File: config.mk
export PLATFORM = sky130hd
export DESIGN_NAME = sync_gray_ptr
export DESIGN_NICKNAME = d
export VERILOG_FILES = /design/src/rtl/sync_pkg.sv /design/src/rtl/gray2bin.sv /design/src/rtl/sync_gray_ptr.sv
export SDC_FILE = /design/constraint.sdc
export NUM_CORES = 1
export LEC_CHECK = 0
export ABC_AREA = 1
export ABC_CLOCK_PERIOD_IN_PS = 990
export BUFFER_PORTS_ARGS = -buffer_cell sky130_fd_sc_hd__buf_2
export CAP_MARGIN = 40
export CORE_MARGIN = 2
export CORE_UTILIZATION = 40
export CTS_CLUSTER_SIZE = 16
export DETAILED_ROUTE_END_ITERATION = 10
export GPL_ROUTABILITY_DRIVEN = 0
export MAX_ROUTING_LAYER = met4
export PLACE_DENSITY = 0.69
export SYNTH_ARGS = -nofsm -noshare
export SYNTH_HDL_FRONTEND = slang
export SYNTH_SLANG_ARGS = --single-unit
File: constraint.sdc
create_clock -name rclk -period 0.99 [get_ports rclk]
set_input_delay 0.0495 -clock rclk [delete_from_list [all_inputs] [get_ports rclk]]
set_output_delay 0.0495 -clock rclk [all_outputs]
set_load 0.01 [all_outputs]
File: src/rtl/sync_pkg.sv
// +----------------------------------------------------------------------------+
// | Package     : sync_pkg                                                     |
// | Description : Shared constants for the Gray pointer synchronizer family:   |
// |               legal synchronizer depth range and default counter width.    |
// | Revision    : 1.0 - initial release                                        |
// +----------------------------------------------------------------------------+
`default_nettype none

package sync_pkg;

  // Legal number of synchronizer flops; below 2 is not metastability-safe,
  // above 4 only adds latency.
  localparam int STAGES_MIN     = 2;
  localparam int STAGES_MAX     = 4;
  localparam int STAGES_DEFAULT = 2;

  // Default width of the illegal-step error counter.
  localparam int CNTW_DEFAULT   = 8;

  // True when a synchronizer depth lies inside the legal range.
  function automatic bit stages_legal(input int stages);
    return (stages >= STAGES_MIN) && (stages <= STAGES_MAX);
  endfunction

endpackage : sync_pkg

`default_nettype wire

File: src/rtl/gray2bin.sv
// +----------------------------------------------------------------------------+
// | Module      : gray2bin                                                     |
// | Description : Purely combinational Gray-to-binary converter for an         |
// |               (ADDR+1)-bit FIFO pointer. Binary bit i is the XOR of Gray   |
// |               bits ADDR down to i.                                         |
// | Revision    : 1.0 - initial release                                        |
// +----------------------------------------------------------------------------+
`default_nettype none

module gray2bin #(
  parameter int ADDR = 3
) (
  input  logic [ADDR:0] i_gray,
  output logic [ADDR:0] o_bin
);

  // One XOR reduction per output bit keeps every bit independent, so no
  // bit-to-bit feedback appears in the netlist.
  genvar gi;
  generate
    for (gi = 0; gi <= ADDR; gi++) begin : g_bit
      assign o_bin[gi] = ^i_gray[ADDR:gi];
    end
  endgenerate

endmodule : gray2bin

`default_nettype wire

File: src/rtl/sync_gray_ptr.sv
// +----------------------------------------------------------------------------+
// | Module      : sync_gray_ptr                                                |
// | Description : Multi-flop synchronizer for a Gray-coded FIFO pointer coming |
// |               from a foreign clock domain. Provides the synchronized Gray  |
// |               pointer, a registered binary copy, a change pulse and an     |
// |               optional illegal-step checker.                               |
// | Options     : define SYNC_GRAY_CHK_EN to build the Gray step checker       |
// |               (step_err pulse + saturating err_cnt). Without it, both      |
// |               outputs are tied to zero.                                    |
// | Revision    : 1.0 - initial release                                        |
// +----------------------------------------------------------------------------+
`default_nettype none

module sync_gray_ptr
  import sync_pkg::*;
#(
  parameter int ADDR   = 3,
  parameter int STAGES = STAGES_DEFAULT,
  parameter int CNTW   = CNTW_DEFAULT
) (
  input  logic            rclk,
  input  logic            rrst,
  input  logic [ADDR:0]   wptr_gray,
  output logic [ADDR:0]   rq_ptr_gray,
  output logic [ADDR:0]   rq_ptr_bin,
  output logic            ptr_chg,
  output logic            step_err,
  output logic [CNTW-1:0] err_cnt
);

  localparam int W = ADDR + 1;

  // Elaboration-time guard on the synchronizer depth.
  generate
    if (!stages_legal(STAGES)) begin : g_bad_stages
      $error("sync_gray_ptr: STAGES=%0d outside legal range %0d..%0d",
             STAGES, STAGES_MIN, STAGES_MAX);
    end
  endgenerate

  logic [W-1:0] r_sync [STAGES];
  logic [W-1:0] r_prev_gray;
  logic [W-1:0] r_bin;
  logic         r_chg;

  logic [W-1:0] w_last;
  logic [W-1:0] w_bin;
  logic [W-1:0] w_diff;
  logic         w_changed;

  // Synchronizer chain: stage 0 is the only flop that samples the foreign bus.
  always_ff @(posedge rclk or posedge rrst) begin
    if (rrst) begin
      for (int i = 0; i < STAGES; i++) begin
        r_sync[i] <= '0;
      end
    end else begin
      r_sync[0] <= wptr_gray;
      for (int i = 1; i < STAGES; i++) begin
        r_sync[i] <= r_sync[i-1];
      end
    end
  end

  assign w_last    = r_sync[STAGES-1];
  assign w_diff    = w_last ^ r_prev_gray;
  assign w_changed = |w_diff;

  gray2bin #(
    .ADDR (ADDR)
  ) u_gray2bin (
    .i_gray (w_last),
    .o_bin  (w_bin)
  );

  // Previous-value copy, binary pointer and change pulse all update together
  // so ptr_chg marks exactly the cycle in which rq_ptr_bin moves.
  always_ff @(posedge rclk or posedge rrst) begin
    if (rrst) begin
      r_prev_gray <= '0;
      r_bin       <= '0;
      r_chg       <= 1'b0;
    end else begin
      r_prev_gray <= w_last;
      r_bin       <= w_bin;
      r_chg       <= w_changed;
    end
  end

  assign rq_ptr_gray = w_last;
  assign rq_ptr_bin  = r_bin;
  assign ptr_chg     = r_chg;

`ifdef SYNC_GRAY_CHK_EN
  logic            r_step_err;
  logic [CNTW-1:0] r_err_cnt;
  logic            w_multi_bit;

  // More than one bit differs exactly when clearing the lowest set bit of the
  // difference still leaves something behind.
  assign w_multi_bit = |(w_diff & (w_diff - W'(1)));

  // Step checker: pulse alongside ptr_chg and count without wrapping.
  always_ff @(posedge rclk or posedge rrst) begin
    if (rrst) begin
      r_step_err <= 1'b0;
      r_err_cnt  <= '0;
    end else begin
      r_step_err <= w_multi_bit;
      if (w_multi_bit && (r_err_cnt != {CNTW{1'b1}})) begin
        r_err_cnt <= r_err_cnt + CNTW'(1);
      end
    end
  end

  assign step_err = r_step_err;
  assign err_cnt  = r_err_cnt;
`else
  assign step_err = 1'b0;
  assign err_cnt  = '0;
`endif

endmodule : sync_gray_ptr

`default_nettype wire
==> results, run 1 <==
- The flow ran to the end, and the final reports show no timing, DRC or antenna violations.
- Max-cap violations in this run came to 0.
- In the global route stage, overall resource usage came out at 11.4%.
- The CTS tree is yes.
- The count of warnings emitted by yosys is 0.
- After synthesis the netlist holds a flip-flop and latch count of 16.
- Traced cell by cell, the critical path runs through buf_6.
- Entering global routing, the biggest net connects 17 pins.
- The clock buffer count from CTS is 3.
- In this run the cell area of the synthesized design comes to 667 um2.
- The leftover overflow at the end of global routing is 0.
- The iteration-0 DRC count of the detailed router is 0.
- The worst stage delay on the critical path is 470 ps.
- The number of top-level pins is 24.
- The post-route clock period utilization is 94.1%.
- The vertical die dimension is 44.8 um.
- The worst setup path category is reg2out.
- The time the worst path needs with I/O delays and setup is 931 ps.
- After detailed routing, the average wire length per cell comes to 8.42 um.
- The distinct cell type count after synthesis is 9.
- The layout has 147 filler cells.
- The number of cells produced by synthesis is 71.
- The buffer cell driving the clock tree root is clkbuf_4.
- The biggest fanout along the worst timing path is 7.
- For this run, the register share of the synthesized area comes to 60.0%.
- The via count of the first global-routing pass is 385.
- The number of buffer and inverter stages on the critical path is 1.
- The cell with the largest stage delay on the worst path is dfrtp_2.
- The peak ir drop on the vdd network is 771 uV.
- The H-tree depth is 1.
- The relative area change from synthesis to final layout is 15.8%.
- The worst setup path is captured at an output pin.
- The port buffer count is 14.
- Setup violations remaining at the end of the flow were counted as 0.
- The initial antenna violation count came to 0.
- The worst hold-check path type is in2async.
- The final-report hold violation count is 0.
- The horizontal extent of the die is 44.8 um.
- The total wirelength of the detailed-routed design is 876 um.
- The setup TNS after final layout is 0 ps.
- The wire length of the first global-routing pass is 1.52 mm.
- The count of pins over their slew limit is 0.
- The family with the most delay on the worst path is flip-flops.
- Across all layers, the routed design uses 420 vias.
- For the final database, setup skew stands at 3.63 ps.
- Of the cells placed in the final design, the portion with a size suffix greater than 1 is 27.3%.
- The HPWL after detailed placement is 619 um.
- Clock latency on the worst-skew pair, taken at its later pin, is 270 ps.
- Row generation in the floorplan step produced 14 rows.
- The power density relative to cell area is 1530 nW/um2.
- The region available for standard cell placement spans 1540 um2.
- The endpoint required time on the critical path is 940 ps.
- The clock transition at the registers of the reported paths is 80 ps.
- Using the TritonRoute via totals, the vias-per-cell ratio works out to 4.04.
- Setup repair after global routing left no endpoint under its margin.
- Summed over all cells, the static leakage comes to 0.440 nW.
- The iteration count of the initial detailed-routing pass is 1.
- For the worst setup path, the data arrival time is 880 ps.
- The count of nets after finishing is 96.
- The die area is 2010 um2.
- The detail route stage leaves a number of antenna-violating nets equal to 0.
- The effective utilization at floorplan is 43.3%.
- The achievable frequency is 1070 MHz.
- The average instance in the mapped netlist occupies 9.39 um2.
- The total power is 1.18 mW.
- 0 antenna diodes ended up in the layout.
- The post-route DRC violation count is 0.
- Clock tree synthesis found a total of 16 sinks.
- The type of origin of the critical path is a flop.
- Once the clock tree was built, the setup fixing pass inserted 0 buffers.
- No sink is reached through more buffers than the 2 on the longest clock path.
Yosys cell counts:
library cell  instances  area (um2)
inv_1                 8        30.0
dfrtp_1              16         400
buf_4                14         105
inv_2                 1        3.75
conb_1                1        3.75
nand2_2               1        6.26
nor2_1                2        7.51
xnor2_1               1        8.76
nand2_1              27         101
cells in the final DEF, fill, tap and decap left out, drive strengths merged:
cell,count
nand2,28
dfrtp,16
buf,15
conb,9
inv,9
dlygate4sd3,5
clkbuf,3
nor2,2
xnor2,1
metal layers:
layer | vias to the layer above | global-route usage [%] | part of all wire, %
met2 | 18 | 18.0 | 47
li1 | 217 | - | -
met5 | - | - | 0
met3 | 2 | 2.40 | 6.7
met4 | 0 | 8.82 | 0.57
met1 | 183 | 12.5 | 46
tightest hold or removal path: cells and delay by family:
kind,cells,cell delay [ps]
buf+inv,4,910
per-stage QoR:
step / util, % / instance area, um2 / setup slack [ps] / hold WS (ps) / instances
after floorplan: - / 697 / 171 / -36.8 / 79
after global placement: 44.7 / 689 / 116 / 54.8 / 96
after detailed placement: 44.7 / 689 / 99.9 / 62.5 / 96
after CTS: 49.5 / 763 / 25.9 / 299 / 104
after global routing: 50.1 / 772 / 3.22 / 317 / 104
final: 50.1 / 772 / 58.8 / 306 / 104
sequential cells by signal, indices dropped and copies added (netlist names):
register	cells
rq_ptr_gray	4
rq_ptr_bin	4
r_sync	4
ptr_chg	1
r_prev_gray	3
final timing paths:
check,startpoint,end,slack (ps),depth (start not counted)
worst max-delay path,rq_ptr_gray[1],rq_ptr_gray[1],60,1
worst min-delay path,rrst,r_prev_gray[1],310,4
worst max register to register,rq_ptr_gray[2],rq_ptr_bin[1],120,5
worst min register to register,r_sync[6],rq_ptr_gray[2],350,0
max in group asynchronous,rrst,rq_ptr_gray[2],490,4
min in group rclk,r_sync[6],rq_ptr_gray[2],350,0
what timing repair did:
action	CTS	global route
hold buffers	5	0
endpoints found under the hold margin	20	0
resized for setup	1	5
setup endpoints to repair	1	3
gates cloned	0	0
power by group:
part | switching [mW] | leakage, nW | internal, mW
clock | 0.179 | 0.0138 | 0.141
sequential | 0.0226 | 0.183 | 0.693
combinational | 0.0834 | 0.243 | 0.0624
total | 0.285 | 0.440 | 0.896
cell type report:
| type | instances | area [um2] | area share [%] |
|---|---|---|---|
| clock buffer | 3 | 22.5 | 2.92 |
| inverter | 9 | 33.8 | 4.38 |
| multi-input combinational | 40 | 158 | 20.4 |
| sequential | 16 | 404 | 52.4 |
| tap | 16 | 20.0 | 2.59 |
| timing repair buffer | 20 | 134 | 17.3 |
cell families after synthesis:
family | share of synthesized area [%]
buffers and inverters | 20.8
DFF | 60.0
other | 0.562
xor gates and xnor gates | 1.31
and+or+nand+nor | 17.3
Note: power is estimated with default switching activity, not from simulation.
==> inputs of run 2 (changes only) <==
--- a/config.mk
+++ b/config.mk
@@ -16,6 +16,7 @@
 export GPL_ROUTABILITY_DRIVEN = 0
 export MAX_ROUTING_LAYER = met4
 export PLACE_DENSITY = 0.69
+export SETUP_SLACK_MARGIN = 0.2
 export SYNTH_ARGS = -nofsm -noshare
 export SYNTH_HDL_FRONTEND = slang
 export SYNTH_SLANG_ARGS = --single-unit
==> results, run 2 (same netlist as run 1, synthesis figures left out) <==
- The number of cell instances on the worst register-to-register path is 5 (unchanged).
- The static leakage came to 0.463 nW (+5.3%).
- The total routing usage reported by global routing came to 12.0% (+0.60 points).
- The antenna diode count is 0 (unchanged).
- The port buffer count is 14 (unchanged).
- In the layout the commonest cells are nand2_1, dfrtp_1, buf_2, conb_1, inv_1.
- The ratio of cells with drive above 1 in the final layout came to 34.1% (+6.8 points).
- The pin count of the biggest net entering global routing is 17 (unchanged).
- The vertical die dimension is 44.8 um (unchanged).
- Walking the worst path, the cells encountered are buf_6.
- The via count of the first global-routing pass is 409 (+6.2%).
- The type of origin of the critical path is a flop.
- The HPWL after detailed placement is 636 um (+2.6%).
- The cell with the largest stage delay on the worst path is dfrtp_2.
- The worst stage delay on the critical path is 460 ps (about the same).
- The time the worst path needs with I/O delays and setup is 928 ps (-3.35 ps).
- The number of top-level pins is 24 (unchanged).
- The clock skew was 2.76 ps (-0.871 ps).
- The final-report hold violation count was 0 (unchanged).
- The die area is 2010 um2 (unchanged).
- The post-placement cell count is 96 (unchanged).
- The minimum setup slack in the final design is 62.2 ps (+3.35 ps).
- The clock buffer count from CTS is 3 (unchanged).
- The effective utilization at floorplan is 43.3% (unchanged).
- The residual antenna-violating net count after detailed routing is 0 (unchanged).
- The post-route DRC violation count was 0 (unchanged).
- The post-route clock period utilization came to 93.7% (-0.34 points).
- The achievable frequency is 1080 MHz (+0.36%).
- The peak ir drop on the vdd network is 801 uV (+3.9%).
- The iteration-0 DRC count of the detailed router is 5 (+5).
- The non-filler instance count after layout is 107 (+2.9%).
- The arrival time of data at the critical path endpoint is 880 ps (about the same).
- The via density per instance was 4.11 (+1.8%).
- The relative area change from synthesis to final layout is 22.9%.
- The number of buffer and inverter stages on the critical path is 1 (unchanged).
- The family with the most delay on the worst path is flip-flops.
- The core region area came to 1540 um2 (unchanged).
- The worst setup slack after placement is 82.3 ps (-17.6 ps).
- Setup repair after global routing could not meet its margin everywhere.
- The CTS tree is yes.
- The setup TNS after final layout is 0 ps (unchanged).
- The critical path in this run is classified as reg2out.
- The power density relative to cell area is 1470 nW/um2 (-3.6%).
- The kind of end point of the critical path is an output pin.
- The path class of the tightest hold or removal check is in2async.
- The number of cell rows was 14 (unchanged).
- The total vias in the final route is 440 (+4.8%).
- The number of clock sinks is 16 (unchanged).
- The buffer cell driving the clock tree root is clkbuf_4.
- The clock transition at the registers of the reported paths is 90 ps (about the same).
- The iteration count of the initial detailed-routing pass is 3 (+2).
- The wire length of the first global-routing pass came to 1.59 mm (+4.9%).
- The count of pins over their slew limit is 0 (unchanged).
- The count of nets after finishing is 99 (+3.1%).
- The flow ran to the end, and the final reports show no timing, DRC or antenna violations.
- The average wire length per cell after detail routing came to 9.10 um (+8.1%).
- The source-to-sink clock delay at the later pin of the worst-skew pair is 270 ps (about the same).
- The number of max-cap violations came to 0 (unchanged).
- The horizontal extent of the die is 44.8 um (unchanged).
- The initial antenna violation count was 0 (unchanged).
- The deepest clock path buffer count was 2 (unchanged).
- The H-tree depth is 1 (unchanged).
- The leftover overflow at the end of global routing is 0 (unchanged).
- The instance count on the critical path is 1 (unchanged).
- The count of final setup violators came to 0 (unchanged).
- Leaving out fill and tap cells, the most frequent cell in the layout is nand2_1.
- The biggest fanout along the worst timing path was 6 (-1).
- The endpoint required time on the critical path is 940 ps (about the same).
- The total wirelength of the detailed-routed design is 974 um (+11%).
## run 2: layout make-up
type	instances	area, um2
inverters	9	33.8
fillers	145	722
repair buffers	23	169
multi-input cells	40	170
well taps	16	20.0
flip-flops and latches	16	404
clock buffers	3	22.5
## run 2: worst register-to-register path, delay by kind of cell, from the launching register on
kind / cells / cell delay (ps)
flip-flops: 1 / 420
AND/OR/NAND/NOR: 4 / 220
buffers and inverters: 1 / 160
## run 2: metal layers
| metal | up-vias | track usage [%] | part of all wire (%) |
|---|---|---|---|
| met1 | 197 | 11.7 | 39 |
| met3 | 2 | 2.80 | 7.6 |
| met4 | 0 | 7.06 | 0.62 |
| li1 | 223 | - | - |
| met5 | - | - | 0 |
| met2 | 18 | 21.4 | 52 |
## run 2: timing repair
item                                   CTS  global route
endpoints found under the hold margin   20             0
gates resized for setup                  2             9
buffers inserted                         3             0
setup endpoints to repair               13            13
hold buffers                             5             0
## run 2: path summary, 6_finish.rpt
check | startpoint | endpoint | slack [ps]
worst min-delay path | rrst | r_sync[5] | 320
worst max-delay path | rq_ptr_gray[1] | rq_ptr_gray[1] | 60
worst min register to register | r_sync[6] | rq_ptr_gray[2] | 350
min in group rclk | r_sync[6] | rq_ptr_gray[2] | 350
max in group asynchronous | rrst | rq_ptr_gray[3] | 470
worst max register to register | rq_ptr_gray[0] | rq_ptr_bin[0] | 100
## run 2: through the flow
step	cell area, um2	util, %	hold WS, ps	power (mW)
CTS	792	51.4	304	1.22
global placement	689	44.7	54.7	0.853
finish	820	53.2	325	1.21
detailed placement	689	44.7	63.3	0.858
global route	820	53.2	335	1.28
floorplan	697	-	-36.8	0.848
## run 2: report_power, final
part / leakage (nW) / internal (mW) / switching (mW)
Clock: 0.0138 / 0.141 / 0.183
Sequential: 0.183 / 0.693 / 0.0227
Combinational: 0.266 / 0.0783 / 0.0915
